$ cat src/rtl/imem_loader_if.sv
// imem_loader_if: byte-stream handshake in, instruction memory write port out.
// The loader side is the master of the memory port and the sink of the stream.
interface imem_loader_if;
  logic [7:0]  in_data;
  logic        in_valid;
  logic        in_ready;
  logic        WE;
  logic [31:0] A;
  logic [31:0] WD;
  modport master (input in_data, in_valid, output in_ready, WE, A, WD);
  modport slave  (output in_data, in_valid, input in_ready, WE, A, WD);
endinterface

$ cat src/rtl/imem_loader.sv
// imem_loader: boot loader assembling a length-prefixed little-endian byte
// stream into 32-bit instruction memory writes, holding the CPU in reset until done.
module imem_loader #(
  parameter int DEPTH = 256
) (
  input  logic              clk,
  input  logic              rst_n,
  input  logic              start_i,
  imem_loader_if.master     bus,
  output logic              busy_o,
  output logic              done_o,
  output logic              error_o,
  output logic              cpu_rst_n_o,
  output logic [15:0]       words_written_o
);
  typedef enum logic [2:0] {IDLE, LEN0, LEN1, DATA, WRITE, DONE, ERR} state_t;
  state_t      state_q, state_d;
  logic [15:0] len_q, len_d;
  logic [15:0] ww_q, ww_d;
  logic [1:0]  idx_q, idx_d;
  logic [31:0] word_q, word_d;
  logic        fire;
  logic        restart;
  logic [15:0] full_len;
  assign fire     = bus.in_valid && bus.in_ready;
  assign restart  = start_i && (state_q == IDLE || state_q == DONE || state_q == ERR);
  assign full_len = {bus.in_data, len_q[7:0]};
  always_ff @(posedge clk or negedge rst_n) begin
    if (!rst_n) begin
      state_q <= IDLE;
      len_q   <= '0;
      ww_q    <= '0;
      idx_q   <= '0;
      word_q  <= '0;
    end else begin
      state_q <= state_d;
      len_q   <= len_d;
      ww_q    <= ww_d;
      idx_q   <= idx_d;
      word_q  <= word_d;
    end
  end
  always_comb begin
    state_d = state_q;
    len_d   = len_q;
    ww_d    = ww_q;
    idx_d   = idx_q;
    word_d  = word_q;
    if (restart) begin
      state_d = LEN0;
      ww_d    = '0;
    end else begin
      case (state_q)
        LEN0: if (fire) begin
          len_d[7:0] = bus.in_data;
          state_d    = LEN1;
        end
        LEN1: if (fire) begin
          len_d[15:8] = bus.in_data;
          idx_d       = '0;
          state_d     = (full_len == 16'd0) ? DONE :
                        ({16'd0, full_len} > 32'(DEPTH)) ? ERR : DATA;
        end
        DATA: if (fire) begin
          word_d[8*idx_q +: 8] = bus.in_data;
          idx_d                = idx_q + 2'd1;
          state_d              = (idx_q == 2'd3) ? WRITE : DATA;
        end
        WRITE: begin
          ww_d    = ww_q + 16'd1;
          state_d = (ww_q + 16'd1 == len_q) ? DONE : DATA;
        end
        default: state_d = state_q;
      endcase
    end
  end
  // Every output decodes from registered state only.
  always_comb begin
    bus.in_ready    = state_q == LEN0 || state_q == LEN1 || state_q == DATA;
    bus.WE          = state_q == WRITE;
    bus.A           = {14'd0, ww_q, 2'b00};
    bus.WD          = word_q;
    busy_o          = bus.in_ready || state_q == WRITE;
    done_o          = state_q == DONE;
    error_o         = state_q == ERR;
    cpu_rst_n_o     = state_q == DONE;
    words_written_o = ww_q;
  end
endmodule
$ cat src/flat_wrapper.sv
// flat-port wrapper written by rule: the top's interface ports become plain ports
module imem_loader_flat 
#(
  parameter int DEPTH = 256
)
  (clk, rst_n, start_i, busy_o, done_o, error_o, cpu_rst_n_o, words_written_o, bus_in_data, bus_in_valid, bus_in_ready, bus_WE, bus_A, bus_WD);
  imem_loader_if bus_i ();
  input  logic clk;
  input  logic rst_n;
  input  logic start_i;
  output logic busy_o;
  output logic done_o;
  output logic error_o;
  output logic cpu_rst_n_o;
  output logic [15:0] words_written_o;
  input wire logic [$bits(bus_i.in_data)-1:0] bus_in_data;
  input wire logic [$bits(bus_i.in_valid)-1:0] bus_in_valid;
  output wire logic [$bits(bus_i.in_ready)-1:0] bus_in_ready;
  output wire logic [$bits(bus_i.WE)-1:0] bus_WE;
  output wire logic [$bits(bus_i.A)-1:0] bus_A;
  output wire logic [$bits(bus_i.WD)-1:0] bus_WD;
  assign bus_i.in_data = bus_in_data;
  assign bus_i.in_valid = bus_in_valid;
  assign bus_in_ready = bus_i.in_ready;
  assign bus_WE = bus_i.WE;
  assign bus_A = bus_i.A;
  assign bus_WD = bus_i.WD;
  imem_loader #(.DEPTH(DEPTH)) u_core (.clk(clk), .rst_n(rst_n), .start_i(start_i), .bus(bus_i), .busy_o(busy_o), .done_o(done_o), .error_o(error_o), .cpu_rst_n_o(cpu_rst_n_o), .words_written_o(words_written_o));
endmodule
$ cat config.mk
export PLATFORM = sky130hd
export DESIGN_NAME = imem_loader_flat
export DESIGN_NICKNAME = d
export VERILOG_FILES = /design/src/rtl/imem_loader_if.sv /design/src/rtl/imem_loader.sv /design/src/flat_wrapper.sv
export SDC_FILE = /design/constraint.sdc
export NUM_CORES = 1
export LEC_CHECK = 0
export ABC_AREA = 1
export BUFFER_PORTS_ARGS = -buffer_cell sky130_fd_sc_hd__buf_2
export CAP_MARGIN = 10
export CORE_MARGIN = 2
export CORE_UTILIZATION = 45
export CTS_CLUSTER_DIAMETER = 100
export DETAILED_ROUTE_END_ITERATION = 12
export GPL_ROUTABILITY_DRIVEN = 0
export HOLD_SLACK_MARGIN = 0.15
export PLACE_DENSITY = 0.67
export REMOVE_ABC_BUFFERS = 1
export SLEW_MARGIN = 10
export SYNTH_ARGS = -nofsm -noshare
export SYNTH_HDL_FRONTEND = slang
export SYNTH_SLANG_ARGS = --single-unit
$ cat constraint.sdc
create_clock -name clk -period 3.1 [get_ports clk]
set_input_delay 0.775 -clock clk [delete_from_list [all_inputs] [get_ports clk]]
set_output_delay 0.775 -clock clk [all_outputs]
set_load 0.005 [all_outputs]
## Word-level counts from Yosys, hierarchy flattened

Cells that the tools add are included.

- Shifts and indexed selects: 2
- Div/mod/pow operators: 0
- Reductions and logical operators: 17
- Multiplexer cells: 15
- Add/subtract/negate cells: 3
- Eq/ne operators: 13
- Magnitude comparators: 1
- Multipliers: 0
- Bitwise logic cells: 1

Operator list:

| operator | count |
|---|---|
| 5-bit negation with 34-bit output | 1 |
| 8-bit by 34-bit variable shift with 32-bit output, first input constant | 1 |
| 8-bit by 34-bit variable part select with 32-bit output | 1 |
| 32-bit bitwise mux | 1 |
| 16-bit 2-to-1 mux | 2 |
| 3-bit 2-to-1 mux | 8 |
| 16-bit by 1-bit adder with 16-bit output, second input constant | 1 |
| 16-bit equality test | 1 |
| 16-bit by 9-bit > comparator with 1-bit output, second input constant | 1 |
| 16-bit logical NOT | 1 |
| 3-bit one-hot mux with 4 select lines | 1 |
| 3-bit equality test, second input constant | 3 |
| 3-bit by 1-bit inequality test with 1-bit output, second input constant | 3 |
| 3-bit AND reduction | 3 |
| 4-bit AND reduction | 2 |
| 3-bit by 2-bit equality test with 1-bit output, second input constant | 2 |
| 1-bit logical OR | 5 |
| 5-bit nonzero test | 1 |
| 2-bit 2-to-1 mux | 2 |
| 2-bit by 1-bit inequality test with 1-bit output, second input constant | 2 |
| 2-bit one-hot mux with 2 select lines | 1 |
| 2-bit nonzero test | 2 |
| 3-bit by 1-bit equality test with 1-bit output, second input constant | 1 |
| 3-bit logical NOT | 1 |
| other kinds (4) | 5 |

- Output and inout port bits: 86
- Bits in writable memories: 0
- Bits of input ports: 12
- Memories kept: 0
- Bits in registers: 69
- Bits in latches: 0
- ROM bits: 0

## Logic depth before layout (Yosys ltp)

Gate-level depths: netlist (run 1).

- Depth after elaboration: 7
- Gate-level depth with buffers: 16

## Least setup slack after synthesis (run 1)

OpenSTA, ideal clock, no wires.

- Path type: register to register
- Start point: register u_core.idx_q[0]
- End point: register u_core.word_q[0] (netlist: u_core.bus.WD[0])
- Data arrival time: 2.045 ns
- Slack: 0.989 ns
- Cell stages (with the launch flop): 9
- Data required time: 3.034 ns
- Path through: dfrtp_1 -> inv_1 -> clkbuf_1 -> ha_1 -> buf_2 -> clkinv_1 -> nor3_1 -> nand3_1 -> nand2_1

- Word-level cells in the longest chain between the ends: 3
- Elaborated cells on any way between the ends: 4
- Those cells by class: add/sub: 1; shift: 2; mux: 1

Ends and longest elaborated chain:

| element | line | source |
|---|---|---|
| start, declared | imem_loader.sv:20 | `logic [1:0] idx_q, idx_d;` |
| start signal, assigned | imem_loader.sv:39 | `idx_q <= idx_d;` |
| 5-bit negation with 34-bit output * | imem_loader.sv:65 | `word_d[8*idx_q +: 8] = bus.in_data;` |
| 8-bit by 34-bit variable part select with 32-bit output or 8-bit by 34-bit variable shift with 32-bit output (tied branches) | imem_loader.sv:65 |  |
| 32-bit bitwise mux * | imem_loader.sv:65 |  |
| end signal, assigned | imem_loader.sv:40 | `word_q <= word_d;` |
| end, declared | imem_loader.sv:21 | `logic [31:0] word_q, word_d;` |

Every way passes the cells marked *; elsewhere a longest branch is shown, timed or not.
A chain may end at the register's enable or synchronous reset.

## Final worst setup path (run 1)

- Start point: register u_core.state_q[0]
- End point: output bus_WE

- Word-level cells in the longest chain between the ends: 1

Ends and longest elaborated chain:

| element | line | source |
|---|---|---|
| start, declared | imem_loader.sv:17 | `state_t state_q, state_d;` |
| start signal, assigned | imem_loader.sv:36 | `state_q <= state_d;` |
| 3-bit equality test | imem_loader.sv:80 | `bus.WE = state_q == WRITE;` |
| end, declared | flat_wrapper.sv:19 | `output wire logic [$bits(bus_i.WE)-1:0] bus_WE;` |

No other way between the ends.

==> results of run 1 <==
Yosys cell counts, types with 2 or more instances:
cell / instances
inv_2: 2
ha_1: 7
dfrtp_1: 69
nand3b_1: 3
nand2_2: 7
a21oi_1: 5
nor3_1: 13
nand3_1: 59
buf_2: 2
inv_1: 56
o22ai_1: 12
clkbuf_1: 8
clkinv_1: 3
nand2_1: 146
nor2_1: 37
buf_4: 34
nand4_1: 19
nor2_2: 3
o21ai_0: 58
nor2_4: 4
power by group through the flow:
stage,sequential (mW),clock (mW),combinational (mW)
2_1_floorplan,1.30,0,0.913
3_3_place_gp,1.33,0,1.37
3_5_place_dp,1.34,0,1.38
4_1_cts,1.32,0.773,1.39
5_1_grt,1.36,0.808,1.60
6_report,1.32,0.758,1.38
worst max-delay path by stage:
stage | from | slack, ns | to
2_1_floorplan | u_core.idx_q[0] | 1.10 | u_core.bus.WD[0]
3_3_place_gp | u_core.idx_q[0] | 0.89 | u_core.bus.WD[23]
3_5_place_dp | u_core.idx_q[0] | 0.79 | u_core.bus.WD[21]
4_1_cts | u_core.state_q[0] | 0.55 | bus_WE
5_1_grt | u_core.idx_q[0] | 0.43 | u_core.bus.WD[23]
6_report | u_core.state_q[0] | 0.58 | bus_WE
cell families (layout without fill, tap and decap cells):
family / count (synthesis) / count (layout)
xor+xnor: 2 / 2
compound gates: 78 / 78
other cells: 1 / 16
flops: 69 / 69
buf+inv: 105 / 162
simple gates: 293 / 293
fa+ha+maj: 7 / 7
metrics by stage:
step	instance area, um^2	setup slack (ns)
2_1_floorplan	3850	1.10
3_3_place_gp	4420	0.893
3_5_place_dp	4420	0.792
4_1_cts	4620	0.548
5_1_grt	4620	0.433
6_report	4620	0.577
critical path: cells and delay by family, from the launching register on:
kind	cells	cell delay [ns]
buffers and inverters	2	0.48
and+or+nand+nor	2	0.46
DFF	1	0.45
state kept, by name, summed over array words and instances (netlist names):
name                    flops
u_core.state_q              3
u_core.len_q               16
u_core.idx_q                2
u_core.bus.WD              32
u_core.words_written_o     16
layer usage:
metal | up-vias | GRT usage
met2 | 129 | 0.373
li1 | 1916 | -
met1 | 1772 | 0.306
met5 | - | 0
met3 | 18 | 0.0457
met4 | 0 | 0.0738
layout make-up:
type	count	area, um^2
clock buffer	10	128
clock inverter	6	71.3
fill	870	4150
inverter	61	229
multi-input combinational	396	1890
sequential	69	1730
tap	108	135
timing repair buffer	85	435
==> flow_summary.toml, run 1 <==
[synthesis]
syn_area_per_cell_um2 = 7.36
synth.area.mux_share = 0
synth.largest_area_cell = "dfrtp_1"
synthDistinctLibCells = 28
async_reset_ff_frac = 1.00
ys_ff_latch = 69
yosys.area.top_type_share = 0.423
synth_warnings = 0
syn_inst = 555
synth_edf_count = 0
synth_fa_ha_area_frac = 0.0214
synth-simple-area-share = 0.322
synthTopCellsByArea = "dfrtp_1 42%, nand2_1 13%, nand3_1 7.2%"
synth_top_family_by_area = "simple AND/OR/NAND/NOR gates"
synth-compound-area-share = 0.100
yosysSeqAreaShare = 0.423
synth_area_um2 = 4090
synth-xor-area-share = 0.00429
synthFlopType = "dfrtp_1"

[die]
core_area_um2 = 8760
die_x_um = 99.3
row_count = 34
dieHeight_um = 99.3
fp.dieArea_um2 = 9860
start_util = 0.466
ios = 98

[grt]
grt_pass1_vias = 3716
grt_overflow = 0
grt_first_pass_wirelength_um = 18000
grt_max_degree = 30
grt_usage = 0.228
antenna_found_initial = 1

[critical_path]
worstPathArrival_ns = 1.75
critical_path_required_ns = 2.32
r2r_setup_slack_ns = 0.77
path_class = "register to output port"
crit_path_end_kind = "output port"
cp_slowest_cell = "dfrtp_1"
reg2reg_to = "u_core.bus.WD[23]"
start_kind = "register"
r2r_start = "u_core.idx_q[0]"
cp_max_fo = 14
crit_chain = "nor2_1 > nand2_1 > inv_2 > buf_2"
ff2ff_path_depth = 6
cpPeakStageDelay_ns = 0.45

[power_and_ir_drop]
p_switching_mw = 1.50
combPwrFrac = 0.399
switching_share = 0.434
peakVddDrop_uv = 445
seq_power_share = 0.382
p_per_area_nw_per_um2 = 750
p_int_mw = 1.96
clock_power_share = 0.219
leakage_nw = 2.54
p_total_mw = 3.46

[sta]
tightest_slew_ns = 0.609
hold_ws_ns = 0.355
hold_viol = 0
tns_ns = 0
slew_headroom = 0.593
fmax_ghz = 0.396
drv_slew = 0
grt_setup_unrepaired = "false"
fin_crit_sh = 0.814
finClkSkew_ns = 0.00594
setup_viol = 0
min_period_ns = 2.52

[finish]
fin_cells = 735
fin_nets = 641
final_layout_size_suffix_gt1_frac = 0.188
area_growth_pct = 13.0
final_util = 0.527
n_antenna_cell = 0
layout_commonest_cell = "nand2_1"
layout_common_cells = "146 x nand2_1, 81 x buf_2, 69 x dfrtp_1"

[route]
num_vias = 3835
drt_first_pass_iters = 5
wl_met3_um = 649
route.met2.wl_um = 5010
wire_per_inst_um = 14.5
ant_nets = 0
drt_drc_violations_left = 0
drt_iter0_markers = 219
wl_met1_um = 4800
highest_layer = "met4"
wl_um = 10700
vias_per_cell = 5.22

[job]
drv_cap = 0

[worst_hold_path]
min_path_type = "input port to asynchronous set/reset pin"

[clocking]
cts_buffer_depth = 2
cts-resized-gates = 0
holdBufCountCts = 0
clk-insertion-delay-late_ns = 0.35
clock_sinks = 69
htreeDepth = 3
clk_pin_slew_worst_paths_ns = 0.08
cts_tree = "done"
ctsRootBufferMaster = "clkbuf_8"
post-cts-setup-buffers = 0
cts_buffers = 9

[placement]
dp_hpwl_um = 8120
port-buffer-count = 81
dp.cells = 719

[status]
status = "finished, final reports clean"
No activity file was read; power rests on OpenSTA's default activity.
==> run 2, diff against run 1 <==
==> constraint.sdc (replaced) <==
create_clock -name clk -period 2.6 [get_ports clk]
set_input_delay 0.65 -clock clk [delete_from_list [all_inputs] [get_ports clk]]
set_output_delay 0.65 -clock clk [all_outputs]
set_load 0.005 [all_outputs]
==> run 2 against run 1 <==
Utilization is 0.66 points higher. Total power is 24% higher. Clock power is 40% higher. Register-to-register slack worse by 0.51 ns. Highest routed layer unchanged.
==> flow_summary.toml, run 2 (synthesized netlist as in run 1, its figures left out) <==
[sta]
min_period_ns = 2.34
drv_slew = 0
tightest_slew_ns = 0.618
tns_ns = 0
setup_viol = 0
fmax_ghz = 0.428
slew_headroom = 0.587
fin_crit_sh = 0.899
grt_setup_unrepaired = "false"
hold_viol = 0
finClkSkew_ns = 0.00699

[finish]
multi_input_area_um2 = 1890
final_layout_size_suffix_gt1_frac = 0.190
largest_reg_flops = 32
regArea_um2 = 1730
layout_commonest_cell = "nand2_1"
layout_common_cells = "146 x nand2_1, 81 x buf_2, 69 x dfrtp_1"
area_growth_pct = 14.4
finalInstanceArea_um2 = 4670
n_antenna_cell = 0
fill_cells = 863
fin_nets = 642

[critical_path]
critical_path_required_ns = 2.90
cp_max_fo = 13
cpPeakStageDelay_ns = 0.53
cp_slowest_cell = "ha_1"
worstPathArrival_ns = 2.63
critPathTopFamily = "simple AND/OR/NAND/NOR gates"
reg2reg_to = "u_core.bus.WD[23]"
crit_chain = "inv_1 > ha_1 > clkinv_1 > nor2_1 > nand4_1 > nand2_1"
ff2ff_path_depth = 6
cp_num_buf_inv = 2
start_kind = "register"
path_class = "register to register"
crit_path_end_kind = "register"
r2r_start = "u_core.idx_q[0]"
r2r_setup_slack_ns = 0.26

[clocking]
htreeDepth = 3
cts_buffers = 9
clk-insertion-delay-late_ns = 0.35
holdBufCountCts = 0
clock_sinks = 69
cts_buffer_depth = 2
post-cts-setup-buffers = 0
clk_pin_slew_worst_paths_ns = 0.08
ctsRootBufferMaster = "clkbuf_8"
cts-resized-gates = 0
cts_tree = "done"

[die]
start_util = 0.466
fp.dieArea_um2 = 9860
dieHeight_um = 99.3
ios = 98
core_area_um2 = 8760
die_x_um = 99.3
row_count = 34

[placement]
dp_hpwl_um = 7760
port-buffer-count = 81
placed_area_um2 = 4440

[power_and_ir_drop]
peakVddDrop_uv = 483
leakage_nw = 2.58
p_per_area_nw_per_um2 = 917

[route]
vias_per_cell = 5.30
wire_per_inst_um = 14.7
num_vias = 3899
ant_nets = 0
wl_um = 10800
drt_iter0_markers = 176
drt_first_pass_iters = 5
drt_drc_violations_left = 0

[worst_hold_path]
min_path_type = "input port to asynchronous set/reset pin"

[grt]
grt_usage = 0.222
grt_first_pass_wirelength_um = 17600
grt_overflow = 0
grt_pass1_vias = 3609
grt_max_degree = 70
antenna_found_initial = 1

[job]
drv_cap = 0

[status]
status = "finished, final reports clean"
==> run 2: final cells by class <==
class                   count  area share
clock buffers               9      0.0265
well taps                 108      0.0289
repair buffers             86      0.0975
multi-input cells         396       0.405
inverters                  61      0.0490
clock inverters             6      0.0241
flip-flops and latches     69       0.369
==> run 2: routing by layer <==
layer / share of wire / routed length, um / track usage
met1: 0.46 / 4950 / 0.304
met5: 0 / 0 / 0
met3: 0.059 / 641 / 0.0358
met2: 0.46 / 5000 / 0.358
met4: 0.019 / 200 / 0.0769
==> run 2: where the power goes <==
part	internal, mW	switching, mW	leakage (nW)
Combinational	0.553	1.09	1.53
Clock	0.633	0.430	0.119
Sequential	1.34	0.240	0.927
==> run 2: worst max-delay path by stage <==
stage	startpoint	depth (start not counted)	slack, ns	end
floorplan	u_core.idx_q[0]	6	0.60	u_core.bus.WD[0]
global placement	u_core.idx_q[0]	6	0.37	u_core.bus.WD[18]
detailed placement	u_core.idx_q[0]	6	0.31	u_core.bus.WD[23]
CTS	u_core.idx_q[0]	6	0.30	u_core.bus.WD[23]
global route	u_core.idx_q[0]	6	0.07	u_core.bus.WD[23]
finish	u_core.idx_q[0]	6	0.26	u_core.bus.WD[23]
==> run 2: per-stage QoR <==
step | cells | worst slack, ns | hold WS (ns) | util | total power, mW
after detailed placement | 720 | 0.310 | 0.482 | 0.506 | 3.22
final | 735 | 0.261 | 0.312 | 0.533 | 4.29
after CTS | 735 | 0.298 | 0.326 | 0.533 | 4.29
after global placement | 720 | 0.370 | 0.480 | 0.506 | 3.19
after global routing | 735 | 0.0722 | 0.340 | 0.533 | 4.62
after floorplan | 526 | 0.605 | 0.354 | - | 2.64
==> run 2: worst register-to-register path: cells and delay by family, from the launching register on <==
| kind | cells | cell delay [ns] |
|---|---|---|
| AND/OR/NAND/NOR | 3 | 0.75 |
| flip-flops | 1 | 0.45 |
| buffers and inverters | 2 | 0.56 |
| adder cells (fa/ha/maj) | 1 | 0.54 |
